--- src/rtl/coherence_bus_arbiter.sv ---
// Round-robin arbiter for a snooping MOESI coherence bus: grants one cache, broadcasts its op,
// gathers snoop replies, picks the data source and sequences memory until completion.
module coherence_bus_arbiter #(
   parameter int N_CACHES = 4,
   parameter int IDX_W    = 2
) (
   input  logic                    clk,
   input  logic                    rst_n,
   input  logic [N_CACHES-1:0]     req,
   input  logic [2*N_CACHES-1:0]   req_op,
   input  logic [3*N_CACHES-1:0]   snoop_state,
   input  logic [N_CACHES-1:0]     snoop_abort,
   input  logic [N_CACHES-1:0]     snoop_shared,
   input  logic                    mem_ready,
   output logic [N_CACHES-1:0]     grant,
   output logic                    bus_read,
   output logic                    bus_rwitm,
   output logic                    bus_invalidate,
   output logic [2:0]              bus_from_state,
   output logic                    mem_req,
   output logic                    done,
   output logic                    done_shared,
   output logic                    protocol_error
);

   typedef enum logic [2:0] {
      S_IDLE,
      S_BCAST,
      S_XFER,
      S_MEM_WAIT,
      S_DONE
   } state_t;

   localparam logic [2:0] FROM_M   = 3'b001;
   localparam logic [2:0] FROM_O   = 3'b011;
   localparam logic [2:0] FROM_E   = 3'b100;
   localparam logic [2:0] FROM_MEM = 3'b101;
   localparam logic [1:0] OP_READ  = 2'b01;
   localparam logic [1:0] OP_RWITM = 2'b10;
   localparam logic [1:0] OP_INV   = 2'b11;

   state_t              state_q, state_d;
   logic [IDX_W-1:0]    rr_ptr_q, rr_ptr_d;
   logic [IDX_W-1:0]    owner_q, owner_d;
   logic [1:0]          op_q, op_d;
   logic [N_CACHES-1:0] grant_q, grant_d;
   logic                any_shared_q, any_shared_d;
   logic [2:0]          from_q, from_d;
   logic                perr_q, perr_d;

   logic [N_CACHES-1:0] elig;
   logic [IDX_W:0]      scan_idx;
   logic                found;
   logic [IDX_W-1:0]    pick;
   logic [1:0]          pick_op;

   logic                snp_abort, snp_shared, has_m, has_o, has_e;
   logic [3:0]          dirty_cnt;
   logic [2:0]          snp_st;
   logic [2:0]          snp_from;

   // Scan rr_ptr, rr_ptr+1, ... modulo N_CACHES for the first eligible requester.
   always_comb begin
      elig     = '0;
      scan_idx = '0;
      found    = 1'b0;
      pick     = '0;
      pick_op  = 2'b00;
      for (int i = 0; i < N_CACHES; i++) begin
         elig[i] = req[i] & (req_op[2*i +: 2] != 2'b00);
      end
      for (int k = 0; k < N_CACHES; k++) begin
         scan_idx = {1'b0, rr_ptr_q} + (IDX_W+1)'(k);
         if (scan_idx >= (IDX_W+1)'(N_CACHES)) begin
            scan_idx = scan_idx - (IDX_W+1)'(N_CACHES);
         end
         if (!found && elig[scan_idx[IDX_W-1:0]]) begin
            found = 1'b1;
            pick  = scan_idx[IDX_W-1:0];
         end
      end
      for (int i = 0; i < N_CACHES; i++) begin
         if (IDX_W'(i) == pick) pick_op = req_op[2*i +: 2];
      end
   end

   // The owner's own snoop reply describes the line it is asking for, so it is excluded.
   always_comb begin
      snp_abort  = 1'b0;
      snp_shared = 1'b0;
      has_m      = 1'b0;
      has_o      = 1'b0;
      has_e      = 1'b0;
      dirty_cnt  = '0;
      snp_st     = '0;
      for (int i = 0; i < N_CACHES; i++) begin
         if (IDX_W'(i) != owner_q) begin
            snp_st     = snoop_state[3*i +: 3];
            snp_abort  = snp_abort | snoop_abort[i];
            snp_shared = snp_shared | snoop_shared[i] | (snp_st != 3'b000);
            if (snp_st == FROM_M) has_m = 1'b1;
            if (snp_st == FROM_O) has_o = 1'b1;
            if (snp_st == FROM_E) has_e = 1'b1;
            if (snp_st == FROM_M || snp_st == FROM_O || snp_st == FROM_E) begin
               dirty_cnt = dirty_cnt + 4'd1;
            end
         end
      end
      snp_from = has_m ? FROM_M : has_o ? FROM_O : has_e ? FROM_E : FROM_MEM;
   end

   always_comb begin
      state_d      = state_q;
      rr_ptr_d     = rr_ptr_q;
      owner_d      = owner_q;
      op_d         = op_q;
      grant_d      = grant_q;
      any_shared_d = any_shared_q;
      from_d       = from_q;
      perr_d       = perr_q;
      case (state_q)
         S_IDLE: begin
            if (found) begin
               owner_d = pick;
               op_d    = pick_op;
               grant_d = N_CACHES'(1) << pick;
               state_d = S_BCAST;
            end
         end
         S_BCAST: begin
            any_shared_d = snp_shared;
            from_d       = snp_from;
            if (dirty_cnt > 4'd1) perr_d = 1'b1;
            if (op_q == OP_INV)  state_d = S_DONE;
            else if (snp_abort)  state_d = S_XFER;
            else                 state_d = S_MEM_WAIT;
         end
         S_XFER: state_d = S_DONE;
         S_MEM_WAIT: begin
            if (mem_ready) state_d = S_DONE;
         end
         S_DONE: begin
            grant_d  = '0;
            op_d     = 2'b00;
            from_d   = FROM_MEM;
            rr_ptr_d = (owner_q == IDX_W'(N_CACHES-1)) ? '0 : owner_q + IDX_W'(1);
            state_d  = S_IDLE;
         end
         default: state_d = S_IDLE;
      endcase
   end

   always_ff @(posedge clk) begin
      if (!rst_n) begin
         state_q      <= S_IDLE;
         rr_ptr_q     <= '0;
         owner_q      <= '0;
         op_q         <= 2'b00;
         grant_q      <= '0;
         any_shared_q <= 1'b0;
         from_q       <= FROM_MEM;
         perr_q       <= 1'b0;
      end else begin
         state_q      <= state_d;
         rr_ptr_q     <= rr_ptr_d;
         owner_q      <= owner_d;
         op_q         <= op_d;
         grant_q      <= grant_d;
         any_shared_q <= any_shared_d;
         from_q       <= from_d;
         perr_q       <= perr_d;
      end
   end

   logic op_active;
   assign op_active      = (state_q == S_BCAST) || (state_q == S_XFER) || (state_q == S_MEM_WAIT);
   assign grant          = grant_q;
   assign bus_read       = op_active && (op_q == OP_READ);
   assign bus_rwitm      = op_active && (op_q == OP_RWITM);
   assign bus_invalidate = op_active && (op_q == OP_INV);
   assign bus_from_state = from_q;
   assign mem_req        = (state_q == S_MEM_WAIT);
   assign done           = (state_q == S_DONE);
   // Only a READ can end up SHARED; ownership requests always finish exclusive.
   assign done_shared    = done && any_shared_q && (op_q == OP_READ);
   assign protocol_error = perr_q;

endmodule

--- config.mk ---
export PLATFORM = sky130hd
export DESIGN_NAME = coherence_bus_arbiter
export DESIGN_NICKNAME = d
export VERILOG_FILES = /design/src/rtl/coherence_bus_arbiter.sv
export SDC_FILE = /design/constraint.sdc
export NUM_CORES = 1
export LEC_CHECK = 0
export ABC_AREA = 1
export CORE_MARGIN = 10
export CORE_UTILIZATION = 51
export CTS_CLUSTER_SIZE = 25
export DETAILED_ROUTE_END_ITERATION = 10
export PLACE_DENSITY = 0.95
export SYNTH_ARGS = -nofsm -noshare
export SYNTH_HDL_FRONTEND = slang
export SYNTH_SLANG_ARGS = --single-unit
--- constraint.sdc ---
create_clock -name clk -period 6 [get_ports clk]
set_input_delay 1.2 -clock clk [delete_from_list [all_inputs] [get_ports clk]]
set_output_delay 1.2 -clock clk [all_outputs]
set_load 0.01 [all_outputs]
==> flow_summary.yaml <==
sta:
  worst_pin_slew_ps: 656
  period_share: 0.617
  min_period_ps: 3700
  final.setup.tns_ps: 0
  setup_viol: 0
  finClkSkew_ps: 2.43
  timing.fmax_mhz: 270
  slew_headroom: 0.559
  fin_hold_ws_ps: 478
  drv_slew: 0
  rsz0062_at_grt: "false"
  finalHoldViolations: 0
detailed_routing:
  drc_errors: 0
  vias: 1873
  first_pass_iters: 4
  initialDrtViolationCount: 161
  totalWireLength_um: 4550
  wl_per_cell_um: 12.8
  ant_nets: 0
  vias_per_cell: 5.28
synthesis:
  synth_seq_cells: 18
  synth_compound_area_frac: 0.170
  yosys.area_share.adder: 0.0549
  synth_area_per_cell_sq_um: 6.08
  yosysSeqAreaShare: 0.226
  synthCells: 262
  yosysTopAreaCell: "dfxtp_1"
  synth_area_leaders: "dfxtp_1 (23%), nand2_1 (14%), inv_1 (9.4%), nand3_1 (9.1%), a21oi_1 (7.2%)"
  synth_nets: 304
  synth-xor-area-share: 0.00549
  yosysMostFrequentCell: "nand2_1"
  syn-cell-area_sq_um: 1590
  synth.area.mux_share: 0
  yosysTopAreaCellShare: 0.226
  synth_edf_count: 0
  synth_top_family_by_area: "simple AND/OR/NAND/NOR gates"
  synth.top_cells.by_count: "nand2_1 (58), inv_1 (40), nand3_1 (29), nor2_1 (29), a21oi_1 (23)"
  ys_warn_count: 0
  yosys.area_share.simple: 0.418
  synth_cell_types: 32
  ys.flop_type: "dfxtp_1"
  synth_async_sr_flop_share: 0
clock_network:
  cts_resized: 0
  cts-root-buf: "clkbuf_4"
  cts.sink_count: 18
  clk_latency_ps: 300
  cts_setup_buffers: 0
  cts_tree: "built"
  ctsHoldBuffers: 0
  cts_buffers: 3
  htreeDepth: 1
  clk_pin_slew_ps: 100
  cts_buffer_depth: 2
floorplan:
  die_w_um: 75.9
  ioPinCount: 49
  fp.dieH_um: 75.9
  coreArea_sq_um: 3030
  start_util: 0.526
  row_count: 20
  die_area_sq_um: 5760
layout:
  drive_above_1_share: 0.0836
  syn_to_final_growth_pct: 34.2
  final_cells: 355
  finalInstanceArea_sq_um: 2140
  antenna_cells: 0
  fillers: 267
  fin_nets: 354
grt:
  grt-ovfl-total: 0
  grt_pass1_wl_um: 7780
  grt_antenna_before_repair: 0
  track_usage: 0.154
  grt_pass1_vias: 1754
  grt_max_degree: 14
placement:
  dp.cells: 351
  io_buffers: 48
  place_area_sq_um: 2100
  gp_congestion: 0.946
  dp_hpwl_um: 3820
critical_path:
  critPathKind: "in -> reg"
  crit_required_ps: 6190
  reg2reg_depth: 20
  critPathLaunchType: "input port"
  worstPathArrival_ps: 3890
  worstPathMaxFanout: 3
  cp-end-kind: "flip-flop"
status:
  status: "finished, final reports clean"
flow_run:
  cap_violations: 0
pwr:
  vdd_drop_max_uv: 161
  p_per_area_nw_per_um2: 229
  power_leakage_nw: 0.978
hold_path:
  hp-class: "reg -> reg"
  holdPathStages: 2
## metrics by stage
stage               worst slack, ps  utilization  power (mW)
global route                   2010        0.707       0.532
CTS                            2320        0.707       0.490
finish                         2300        0.707       0.491
detailed placement             2000        0.695       0.413
floorplan                      2660            -       0.333
global placement               2090        0.695       0.405
## power breakdown
group	internal, mW	total (mW)	switching, mW
Sequential	0.140	0.157	0.0167
Combinational	0.107	0.259	0.152
Clock	0.0371	0.0758	0.0387
Total	0.284	0.491	0.207
## cell type report
cell class,instances,area [sq um],share of cell area
Tap cell,44,55.1,0.0257
Multi-Input combinational cell,196,1030,0.483
Clock buffer,4,36.3,0.0170
Inverter,45,174,0.0813
Timing Repair Buffer,48,480,0.225
Sequential cell,18,360,0.168
## sequential cells by signal, summed over array words and instances, names as in the netlist
register,count
owner_q,2
op_q,2
protocol_error,1
grant,4
state_q,3
bus_from_state,3
any_shared_q,1
rr_ptr_q,2
## cells in the final DEF (no fill, tap or decap)
cell and instances:
a211oi_1 1, a21oi_1 23, a21oi_2 1, a221oi_1 3
a22o_1 1, a32oi_1 1, and2_1 1, clkbuf_4 3
clkbuf_8 1, clkdlybuf4s50_1 48, dfxtp_1 18, ha_1 7
inv_1 40, inv_2 3, inv_4 2, nand2_1 58
nand2_2 6, nand2_4 3, nand3_1 29, nand3_2 1
nand3b_1 2, nand4_1 2, nor2_1 29, nor2_2 3
nor2_4 3, nor3_1 4, nor4_1 1, o211ai_1 1
o21a_1 1, o21ai_0 11, o221ai_1 2, o32ai_1 1
xor2_1 1
## cell families (layout without fill, tap and decap cells)
kind of cell               count (synthesis)  in the layout
AOI/OAI and AO/OA                         46             46
xor gates and xnor gates                   1              1
adders and majority gates                  7              7
buffers and inverters                     48             97
DFF                                       18             18
and+or+nand+nor                          142            142
## worst paths after layout
check                      start        endpoint  slack (ps)
hold / removal          grant[1]        grant[1]         480
hold reg to reg         grant[1]        grant[1]         480
setup / recovery  snoop_state[2]  protocol_error        2300
setup reg to reg      owner_q[1]  protocol_error        2950
## worst max-delay path, stage by stage
cell and delay, ps:
clkdlybuf4s50_1 500, nand3b_1 160, nand2_1 100, ha_1 290, inv_1 50, o21a_1 140, inv_1 50, ha_1 260
inv_1 50, nand2_1 40, o21ai_0 120, inv_1 90, ha_1 190, and2_1 160, a221oi_1 230, nand2_1 80
a21oi_1 120, nor2_1 50
## metal layers
metal  track usage  wire, um
met5             0         0
met4        0.0360        86
met3        0.0436       278
met2         0.276      2250
met1         0.173      1940
Note: power is estimated with default switching activity, not from simulation.
